--- src/rtl/freq_pkg.sv ---
// Shared types and default constants for the period-to-frequency divider.
// Optional feature macro: DIV_ROUND_EN (adds the ROUND state).
package freq_pkg;

    localparam int unsigned DVSR_W_DEF   = 16;
    localparam int unsigned DVND_W_DEF   = 20;
    localparam int unsigned DIVIDEND_DEF = 1_000_000;

`ifdef DIV_ROUND_EN
    typedef enum logic [1:0] {
        S_IDLE  = 2'd0,
        S_OP    = 2'd1,
        S_ROUND = 2'd2,
        S_DONE  = 2'd3
    } div_state_t;
`else
    typedef enum logic [1:0] {
        S_IDLE  = 2'd0,
        S_OP    = 2'd1,
        S_DONE  = 2'd3
    } div_state_t;
`endif

endpackage

--- src/rtl/period_to_freq_divider.sv ---
// Restoring divider: freq_o = DIVIDEND / period_i, one quotient bit per clock.
// Optional feature macro: DIV_ROUND_EN (round-half-up of the quotient, +1 cycle).
module period_to_freq_divider
    import freq_pkg::*;
#(
    parameter int unsigned DVSR_W   = DVSR_W_DEF,
    parameter int unsigned DVND_W   = DVND_W_DEF,
    parameter int unsigned DIVIDEND = DIVIDEND_DEF
) (
    input  logic              clk_i,
    input  logic              reset_ni,
    input  logic              start_i,
    input  logic [DVSR_W-1:0] period_i,
    output logic              ready_o,
    output logic              done_o,
    output logic [DVND_W-1:0] freq_o,
    output logic [DVSR_W-1:0] rem_o,
    output logic              dbz_o
);

    localparam int unsigned CNT_W = $clog2(DVND_W + 1);
    localparam logic [DVND_W-1:0] DVND_VAL = DVND_W'(DIVIDEND);

    div_state_t        state_q, state_d;
    logic [DVSR_W-1:0] dvsr_q, dvsr_d;
    logic [DVND_W-1:0] quot_q, quot_d;
    logic [DVSR_W-1:0] prem_q, prem_d;
    logic [CNT_W-1:0]  cnt_q, cnt_d;
    logic              zflag_q, zflag_d;
    logic              ready_q, ready_d;
    logic              done_q, done_d;
    logic [DVND_W-1:0] freq_q, freq_d;
    logic [DVSR_W-1:0] rem_q, rem_d;
    logic              dbz_q, dbz_d;
    logic [DVSR_W:0]   trial;

    // State and datapath registers; reset aborts any operation in flight.
    always_ff @(posedge clk_i or negedge reset_ni) begin
        if (!reset_ni) begin
            state_q <= S_IDLE;
            dvsr_q  <= '0;
            quot_q  <= '0;
            prem_q  <= '0;
            cnt_q   <= '0;
            zflag_q <= 1'b0;
            ready_q <= 1'b1;
            done_q  <= 1'b0;
            freq_q  <= '0;
            rem_q   <= '0;
            dbz_q   <= 1'b0;
        end else begin
            state_q <= state_d;
            dvsr_q  <= dvsr_d;
            quot_q  <= quot_d;
            prem_q  <= prem_d;
            cnt_q   <= cnt_d;
            zflag_q <= zflag_d;
            ready_q <= ready_d;
            done_q  <= done_d;
            freq_q  <= freq_d;
            rem_q   <= rem_d;
            dbz_q   <= dbz_d;
        end
    end

    // Next-state, compare/subtract step, and result publication on entry to DONE.
    always_comb begin
        state_d = state_q;
        dvsr_d  = dvsr_q;
        quot_d  = quot_q;
        prem_d  = prem_q;
        cnt_d   = cnt_q;
        zflag_d = zflag_q;
        freq_d  = freq_q;
        rem_d   = rem_q;
        dbz_d   = dbz_q;
        done_d  = 1'b0;
        trial   = {prem_q, quot_q[DVND_W-1]};

        case (state_q)
            S_IDLE: begin
                if (start_i) begin
                    if (period_i != '0) begin
                        dvsr_d  = period_i;
                        quot_d  = DVND_VAL;
                        prem_d  = '0;
                        cnt_d   = CNT_W'(DVND_W);
                        zflag_d = 1'b0;
                        state_d = S_OP;
                    end else begin
                        // Divide by zero: saturated quotient, no iterations.
                        quot_d  = '1;
                        prem_d  = '0;
                        zflag_d = 1'b1;
                        state_d = S_DONE;
                    end
                end
            end
            S_OP: begin
                if (trial >= {1'b0, dvsr_q}) begin
                    prem_d = DVSR_W'(trial - {1'b0, dvsr_q});
                    quot_d = {quot_q[DVND_W-2:0], 1'b1};
                end else begin
                    prem_d = trial[DVSR_W-1:0];
                    quot_d = {quot_q[DVND_W-2:0], 1'b0};
                end
                cnt_d = cnt_q - CNT_W'(1);
                if (cnt_q == CNT_W'(1)) begin
`ifdef DIV_ROUND_EN
                    state_d = S_ROUND;
`else
                    state_d = S_DONE;
`endif
                end
            end
`ifdef DIV_ROUND_EN
            S_ROUND: begin
                // Round half up; the remainder stays the truncated one.
                if (({prem_q, 1'b0} >= {1'b0, dvsr_q}) && (quot_q != '1)) begin
                    quot_d = quot_q + DVND_W'(1);
                end
                state_d = S_DONE;
            end
`endif
            S_DONE: begin
                state_d = S_IDLE;
            end
            default: begin
                state_d = S_IDLE;
            end
        endcase

        // Outputs update together with the done pulse.
        if ((state_d == S_DONE) && (state_q != S_DONE)) begin
            freq_d = quot_d;
            rem_d  = prem_d;
            dbz_d  = zflag_d;
            done_d = 1'b1;
        end

        ready_d = (state_d == S_IDLE);
    end

    assign ready_o = ready_q;
    assign done_o  = done_q;
    assign freq_o  = freq_q;
    assign rem_o   = rem_q;
    assign dbz_o   = dbz_q;

endmodule

--- config.mk ---
export PLATFORM = sky130hd
export DESIGN_NAME = period_to_freq_divider
export DESIGN_NICKNAME = d
export VERILOG_FILES = /design/src/rtl/freq_pkg.sv /design/src/rtl/period_to_freq_divider.sv
export SDC_FILE = /design/constraint.sdc
export NUM_CORES = 1
export LEC_CHECK = 0
export ABC_AREA = 1
export CAP_MARGIN = 5
export CORE_ASPECT_RATIO = 0.7
export CORE_MARGIN = 8
export CORE_UTILIZATION = 61
export DETAILED_ROUTE_END_ITERATION = 7
export GPL_TIMING_DRIVEN = 0
export PLACE_DENSITY = 0.85
export SYNTH_ARGS = -nofsm -noshare
export SYNTH_HDL_FRONTEND = slang
export SYNTH_SLANG_ARGS = --single-unit
--- constraint.sdc ---
create_clock -name clk_i -period 4.6 [get_ports clk_i]
set_clock_uncertainty 0.15 [all_clocks]
set_input_delay 0.92 -clock clk_i [delete_from_list [all_inputs] [get_ports clk_i]]
set_output_delay 0.92 -clock clk_i [all_outputs]
set_load 0.005 [all_outputs]
* Word level (Yosys, flattened, before mapping)
Index checks and enable logic that the tools add are counted.
** Cells by class
- Reduce and logical (&&, ||, !) cells :: 7
- $lt $le $gt $ge :: 1
- Add/sub/neg operators :: 2
- Muxes and demuxes :: 18
- Equal/unequal tests :: 6
** Operators by type and width (count)
- $mux W16 :: 3
- $pmux W20 S2 :: 1
- $pmux W16 S2 :: 1
- $mux W20 :: 1
- $ge A17 B16 Y1 :: 1
- $reduce_bool A16 Y1 :: 1
- $sub A16 B16 Y16 :: 1
- $mux W5 :: 2
- $pmux W5 S2 :: 1
- $mux W2 :: 3
- $ne A2 B2 Y1 const B :: 3
- $reduce_and A3 Y1 :: 2
- $eq A5 B1 Y1 const B :: 1
- $mux W1 :: 5
- $sub A5 B1 Y5 const B :: 1
- $logic_not A2 Y1 :: 2
- $pmux W2 S2 :: 1
- $eq A2 B1 Y1 const B :: 1
- $eq A2 B2 Y1 const B :: 1
- $reduce_bool A2 Y1 :: 1
- $logic_and A1 B1 Y1 :: 1
** Word-level totals
- Output and inout bits :: 39
- Bits in registers :: 99
- Bits of input ports :: 19

* Longest topological paths before layout
Gate-level depths: netlist of the first run.
- Depth in word-level cells :: 7
- Gate-level depth with buffers :: 17
- Gate-level depth less buffers :: 17

* Worst setup path before layout of the first run
OpenSTA, ideal clock, no wires.
- Kind :: input to register
- From :: in period_i[15]
- To :: reg freq_q[18], in the netlist freq_o[18]
- Slack :: 2.519 ns
- Required time :: 4.317 ns
- Stages on the path :: 11
- Arrival time :: 1.798 ns
- Library setup time :: 0.133 ns
- Cell sequence :: nor2_1 -> nand2_1 -> nor2_1 -> nand2_1 -> inv_1 -> nand2_2 -> nand2_2 -> inv_2 -> buf_2 -> nand2_1 -> o21ai_0
** Between the ends
- Longest elaborated chain between the ends :: 6
** Ends and longest elaborated chain
- from (decl) :: RTL line period_to_freq_divider.sv:13 : input logic [DVSR_W-1:0] period_i,
- $reduce_bool A16 Y1 :: RTL line period_to_freq_divider.sv:83 : if (period_i != '0) begin
- $mux W2 :: RTL line period_to_freq_divider.sv:83
- $mux W2 :: RTL line period_to_freq_divider.sv:82 : if (start_i) begin
- $pmux W2 S2 :: RTL line period_to_freq_divider.sv:80 : case (state_q)
- $eq A2 B2 Y1 :: RTL line period_to_freq_divider.sv:134 : if ((state_d == S_DONE) && (state_q != S_DONE)) begin
- $logic_and A1 B1 Y1 :: RTL line period_to_freq_divider.sv:134
- to (signal assigned) :: RTL line period_to_freq_divider.sv:60 : freq_q <= freq_d;
- to (decl) :: RTL line period_to_freq_divider.sv:32 : logic [DVND_W-1:0] freq_q, freq_d;
Every way passes these cells.
A chain may end at the register's enable or synchronous reset.

* Worst setup path after layout of the first run
- From :: in period_i[9]
- To :: reg dvsr_q[1]
** Between the ends
- Longest elaborated chain between the ends :: 2
** Ends and longest elaborated chain
- $reduce_bool A16 Y1 :: RTL line period_to_freq_divider.sv:83
- $reduce_and A3 Y1 (no line)
- to (signal assigned) :: RTL line period_to_freq_divider.sv:53 : dvsr_q <= dvsr_d;
- to (decl) :: RTL line period_to_freq_divider.sv:25 : logic [DVSR_W-1:0] dvsr_q, dvsr_d;
Every way passes these cells.

==> impl_metrics.py, run 1 <==
metrics = {
    "run_status": {
        "outcome": "finished clean",
    },
    "global_routing": {
        "grt_overflow_total": 0,
        "grt_pass1_wl_um": 22870,
        "antenna_found_initial": 0,
        "grt_max_degree": 76,
        "grt_pass1_vias": 4618,
        "grt_util_all_layers_pct": 24.34,
    },
    "logic_synthesis": {
        "yosysWarningCount": 0,
        "syn_area_mm2": 0.005239,
        "synthFlopType": "dfrtp_1",
        "syn-instance-count": 684,
        "synth_nets": 722,
        "ys_seq_area_share_pct": 47.31,
        "ys_async_sr_fraction_pct": 100.0,
        "yosysTopAreaCell": "dfrtp_1",
        "synth_cell_types": 36,
        "synth-edff-count": 0,
        "synth-seq-cells": 99,
        "synth.avg_cell_area_um2": 7.659,
        "synthTopCellsByArea": "dfrtp_1 47%, nand2_1 20%, inv_1 6.5%",
        "synth_top_area_share_pct": 46.81,
    },
    "critical_path": {
        "cp-end-kind": "flip-flop",
        "cp_max_fo": 10,
        "startpoint": "period_i[9]",
        "crit_top_cell": "nor2_1",
        "cp.arrival_ns": 2.92,
        "critical-path-slowest-cell": "clkdlybuf4s50_1",
        "path_class": "primary input to flip-flop",
        "crit_family": "buffers and inverters",
        "worstPathRequired_ns": 4.65,
        "rrSetupSlack_ns": 2.10,
        "path_cells": "clkdlybuf4s50_1, nor2_1, nand2_1, nor2_1, nand2_1, inv_1, nor2_1, clkbuf_1, o21ai_0",
        "cp_slowest_stage_delay_ns": 0.50,
        "start_kind": "primary input",
        "r2r-start": "quot_q[19]",
        "worstPathBufferInverterCount": 3,
    },
    "cts": {
        "cts_buffer_depth": 2,
        "cts_resized": 0,
        "cts_buffers": 9,
        "h-tree-depth": 3,
        "clock-sinks": 99,
        "clk_latency_ns": 0.34,
        "ctsHoldBuffers": 0,
        "path_clk_slew_ns": 0.07,
        "cts_root_buffer": "clkbuf_16",
        "cts_setup_buffers": 0,
        "cts_tree": "done",
    },
    "routing": {
        "drtPass1Iterations": 5,
        "drt_iter0_drc": 480,
        "antenna_left": 0,
        "drc_errors": 0,
        "vias_per_cell": 5.506,
        "routed_wl_um": 13920,
        "vias": 4752,
        "wl_per_cell_um": 16.12,
    },
    "sta": {
        "finalSetupViolCount": 0,
        "min_period_ns": 2.872,
        "report.final.slew_viol_count": 0,
        "worstMarginPinSlew_ns": 0.5438,
        "maxSlewHeadroom_pct": 63.61,
        "fin_crit_sh_pct": 62.43,
        "setup_slack_ns": 1.728,
        "max_freq_mhz": 348.2,
        "timing.final.hold_violations": 0,
        "rsz0062_at_grt": "false",
    },
    "pwr": {
        "power.leakage_nw": 3.345,
        "swShare_pct": 45.21,
        "internal_power_mw": 3.099,
        "switchingPower_mw": 2.557,
        "powerDensity_mw_per_mm2": 897.0,
        "pwr-share-comb_pct": 57.0,
        "seqPwrFrac_pct": 27.7,
        "clockPowerShare_pct": 15.3,
        "p_total_mw": 5.656,
        "ir_drop_mv": 0.4633,
    },
    "place": {
        "placed_area_mm2": 0.005966,
        "port_buffers": 57,
        "placed_cells": 847,
        "place.gp.congestion": 0.9679,
        "post-dp-hpwl_um": 10440,
        "dp_worst_setup_slack_ns": 1.430,
    },
    "floorplanning": {
        "die_w_um": 126.8,
        "core_area_mm2": 0.008408,
        "dieArea_mm2": 0.01186,
        "io-pin-count": 58,
        "rows": 28,
        "initial_core_util_pct": 62.31,
        "die_h_um": 93.54,
    },
    "final_layout": {
        "post-route-util_pct": 75.00,
        "syn_to_final_growth_pct": 20.37,
        "design_area_mm2": 0.006306,
        "stdcell_count": 863,
        "final_nets": 791,
        "antenna_cells": 0,
        "drive_gt1_share_pct": 7.124,
    },
    "min_path": {
        "worstHoldStart": "freq_o[7]",
        "hold_path.class": "flip-flop to flip-flop",
    },
    "job": {
        "maxCapViolations": 0,
    },
}
[worst reg2reg max path, stage by stage, from the launching register on]
cell	delay, ns
dfrtp_1	0.39
inv_1	0.15
ha_1	0.17
inv_1	0.08
fa_1	0.46
nand2_1	0.10
nand2_1	0.08
nand2_1	0.17
nor2_1	0.07
nor2_1	0.08
nand3_1	0.07
nand2_1	0.08
nand2_1	0.05
nand3_1	0.07
nand2_1	0.09
nand2_1	0.08
nand2_1	0.05
[layout by cell type (no fill, tap or decap), types with 2 or more instances in the layout]
cell type | Yosys | routed
a211oi_1 | 6 | 6
a21oi_1 | 9 | 9
a22oi_1 | 4 | 4
and2_1 | 2 | 2
buf_2 | 13 | 13
buf_4 | 1 | 2
buf_6 | 2 | 2
bufinv_16 | 0 | 3
clkbuf_1 | 5 | 7
clkbuf_16 | 0 | 9
clkdlybuf4s50_1 | 0 | 56
dfrtp_1 | 98 | 98
ha_1 | 18 | 18
inv_1 | 91 | 91
inv_2 | 5 | 5
inv_6 | 0 | 2
nand2_1 | 282 | 282
nand2_2 | 6 | 6
nand3_1 | 32 | 32
nand3b_1 | 12 | 12
nand4_1 | 4 | 4
nor2_1 | 35 | 35
nor2_2 | 2 | 2
nor2_4 | 3 | 3
nor3_1 | 2 | 2
o21ai_0 | 20 | 20
o21ai_1 | 7 | 7
o221ai_1 | 8 | 8
xnor2_1 | 5 | 5
xor2_1 | 2 | 2
[registers in the layout, summed over array words and instances, names as in the netlist]
signal	flops
dvsr_q	16
ready_o	1
rem_o	16
freq_o	20
cnt_q	5
quot_q	20
zflag_q	1
done_o	1
state_q	2
dbz_o	1
prem_q	16
[layout make-up]
class	count	area (um2)
inverters	96	360.3
fillers	641	2102
repair buffers	58	595.6
clock inverters	5	107.6
clock buffers	11	232.7
multi-input cells	468	2286
plain buffers	21	113.9
flip-flops and latches	99	2479
well taps	105	131.4
[per-layer routing]
metal	up-vias	global-route usage, %	share of wire, %
li1	2258	-	-
met1	2261	34.62	48
met2	208	36.54	43
met3	25	5.795	7.2
met4	0	6.706	1.6
met5	-	0	0
[path summary, 6_finish.rpt]
path / to / cells past startpoint
setup / recovery: dvsr_q[1] / 9
hold / removal: freq_o[7] / 2
setup reg to reg: rem_o[12] / 16
hold reg to reg: freq_o[7] / 2
max in group asynchronous: ready_o / 2
min in group asynchronous: dvsr_q[12] / 1
[cells in the mapped netlist (all sizes together), types with 2 or more instances]
| master | n |
|---|---|
| a211oi | 6 |
| a21oi | 9 |
| a22oi | 4 |
| and2 | 2 |
| buf | 16 |
| clkbuf | 5 |
| dfrtp | 98 |
| ha | 18 |
| inv | 96 |
| nand2 | 290 |
| nand3 | 33 |
| nand3b | 12 |
| nand4 | 4 |
| nor2 | 40 |
| nor3 | 3 |
| o21ai | 27 |
| o221ai | 8 |
| xnor2 | 5 |
| xor2 | 2 |
[logic make-up after synthesis]
family | after synthesis | share of synthesized area, %
xor+xnor | 7 | 1.170
simple gates | 385 | 31.10
fa+ha+maj | 19 | 4.681
mux | 1 | 0.2149
buf+inv | 117 | 9.052
compound gates | 56 | 6.473
flops | 99 | 47.31
[power groups by stage]
stage	Combinational [mW]	Sequential, mW	Clock (mW)
4_1_cts	3.18	1.56	0.870
3_5_place_dp	3.14	1.56	0
6_report	3.23	1.57	0.865
2_1_floorplan	2.18	1.51	0
5_1_grt	3.63	1.60	0.913
3_3_place_gp	3.03	1.55	0
[through the flow]
| step | hold WS, ns | setup TNS [ns] |
|---|---|---|
| 5_1_grt | 0.3407 | 0 |
| 4_1_cts | 0.3315 | 0 |
| 3_5_place_dp | 0.3138 | 0 |
| 3_3_place_gp | 0.3083 | -106.25 |
| 2_1_floorplan | 0.2949 | 0 |
| 6_report | 0.3240 | 0 |
(Power assumes the default switching activity.)
==> inputs of run 2 (changes only) <==
CORE_UTILIZATION = 57   (was 61)
PLACE_DENSITY = 0.81   (was 0.85)
clock period = 2.65 ns   (was 4.6 ns; I/O delays follow)
==> run 2 against run 1 <==
  * Global-route usage down 0.82 points
  * Critical path type unchanged
  * First-iteration DRC count down 13%
  * Cell count up 2.2%
  * Largest cell class unchanged
  * Sequential power up 73%
  * Flip-flop and latch count unchanged
  * Sequential share of layout area down 0.11 points
  * Power up 72%
  * Non-clock buffer count up 1
  * Cell area up 0.28%
  * Wire length down 0.22%
  * Die area up 6.0%
==> impl_metrics.py, run 2 (synthesized netlist as in run 1, its figures left out) <==
metrics = {
    "sta": {
        "holdWs_ns": 0.3262,
        "max_freq_mhz": 399.7,
        "min_period_ns": 2.502,
        "rsz0062_at_grt": "false",
        "fin_crit_sh_pct": 94.41,
        "report.final.slew_viol_count": 0,
        "fin_tns_setup_ns": 0,
        "finalSetupViolCount": 0,
        "timing.final.hold_violations": 0,
        "worstMarginPinSlew_ns": 0.5526,
        "maxSlewHeadroom_pct": 63.02,
    },
    "cts": {
        "cts_tree": "done",
        "cts_setup_buffers": 0,
        "path_clk_slew_ns": 0.07,
        "cts_buffers": 9,
        "cts_buffer_depth": 2,
        "cts_root_buffer": "clkbuf_16",
        "clock-sinks": 99,
        "clk_latency_ns": 0.35,
        "h-tree-depth": 3,
    },
    "floorplanning": {
        "io-pin-count": 58,
        "dieArea_mm2": 0.01256,
        "die_h_um": 96.21,
        "die_w_um": 130.6,
        "rows": 29,
        "initial_core_util_pct": 58.22,
        "core_area_mm2": 0.008999,
    },
    "routing": {
        "drc_errors": 0,
        "routed_wl_um": 13890,
        "antenna_left": 0,
        "drt_iter0_drc": 416,
        "vias_per_cell": 5.273,
        "vias": 4651,
        "drtPass1Iterations": 5,
        "wl_per_cell_um": 15.74,
    },
    "global_routing": {
        "antenna_found_initial": 0,
        "grt_overflow_total": 0,
        "grt_pass1_wl_um": 22610,
        "grt_pass1_vias": 4544,
        "grt_util_all_layers_pct": 23.52,
        "grt_max_degree": 69,
    },
    "critical_path": {
        "r2r_cells": 15,
        "cp_slowest_stage_delay_ns": 0.50,
        "r2r-start": "quot_q[19]",
        "cp-end-kind": "flip-flop",
        "worstPathBufferInverterCount": 3,
        "rrSetupSlack_ns": 0.20,
        "path_class": "primary input to flip-flop",
        "cp_max_fo": 10,
        "crit_family": "buffers and inverters",
        "critical-path-slowest-cell": "clkbuf_1",
        "worstReg2RegEnd": "rem_o[8]",
        "crit_top_cell": "nor2_1",
        "worstPathRequired_ns": 2.69,
        "start_kind": "primary input",
        "cp.arrival_ns": 2.55,
        "path_cells": "clkdlybuf4s50_1, nor2_1, nand2_1, nor2_1, nand2_1, inv_1, nor2_1, clkbuf_1, o21ai_0",
    },
    "final_layout": {
        "layout_commonest_cell": "nand2_1",
        "stdcell_count": 882,
        "antenna_cells": 0,
        "final_nets": 792,
        "drive_gt1_share_pct": 7.388,
        "syn_to_final_growth_pct": 20.71,
        "layout_common_cells": "282 x nand2_1, 98 x dfrtp_1, 91 x inv_1",
    },
    "place": {
        "placed_cells": 866,
        "post-dp-hpwl_um": 10280,
        "port_buffers": 57,
        "place.gp.congestion": 0.9277,
    },
    "run_status": {
        "outcome": "finished clean",
    },
    "min_path": {
        "holdPathStages": 2,
        "hold_path.class": "flip-flop to flip-flop",
        "worstHoldStart": "freq_o[10]",
        "whs_endpoint": "freq_o[10]",
    },
    "pwr": {
        "power.leakage_nw": 3.343,
        "ir_drop_mv": 0.7066,
        "powerDensity_mw_per_mm2": 1535,
        "p_total_mw": 9.707,
    },
    "job": {
        "maxCapViolations": 0,
    },
}
[run 2: cell types whose count changed in the layout (fill, tap and decap cells not counted), sizes merged]
cell,delta
bufinv,-1
clkinv,+1
clkbuf,-1
dlygate4sd3,+1
[run 2: per-layer routing]
layer / part of all wire (%) / GRT usage [%]
met3: 8.2 / 7.416
met2: 44 / 34.80
met1: 47 / 32.26
met4: 1.5 / 7.707
met5: 0 / 0
[run 2: tightest hold or removal path: stages, from the launching register on]
cell and delay (ns):
dfrtp_1 0.34, nand2_1 0.05, nand2_1 0.05
[run 2: layout make-up]
cell class | instances | area (um2)
Fill cell | 753 | 2675
Clock buffer | 10 | 239.0
Clock inverter | 5 | 82.58
Tap cell | 124 | 155.1
Inverter | 96 | 360.3
Sequential cell | 99 | 2479
Buffer | 21 | 113.9
Timing Repair Buffer | 59 | 605.6
Multi-Input combinational cell | 468 | 2288
[run 2: worst max path at each step]
stage	from	to	slack, ns	cells after the start
3_5_place_dp	period_i[13]	dvsr_q[15]	-0.13	9
4_1_cts	quot_q[19]	rem_o[8]	0.18	15
5_1_grt	period_i[13]	dvsr_q[15]	0.04	9
3_3_place_gp	reset_ni	dvsr_q[3]	-2.66	1
6_report	period_i[13]	dvsr_q[15]	0.15	9
2_1_floorplan	quot_q[19]	rem_o[12]	0.63	16
[run 2: power breakdown]
| group | switching [mW] | total [mW] | leakage [nW] | internal, mW |
|---|---|---|---|---|
| clock | 0.583 | 1.44 | 0.159 | 0.854 |
| sequential | 0.453 | 2.72 | 1.20 | 2.26 |
| combinational | 3.36 | 5.55 | 1.98 | 2.19 |
| total | 4.40 | 9.71 | 3.34 | 5.31 |
[run 2: metrics by stage]
step,cell area [um2],setup slack (ns),util [%]
final,6324,0.1480,70.27
after global routing,6324,0.04074,70.27
after CTS,6321,0.1826,70.24
after detailed placement,5989,-0.1297,66.56
after global placement,5964,-2.662,66.28
after floorplan,5239,0.6294,-
[run 2: repair_timing]
item                                    in CTS  in global routing
endpoints found under the setup margin       0                  1
gates resized for setup                      0                  1
hold buffers                                 1                  0
hold endpoints to repair                    31                  0
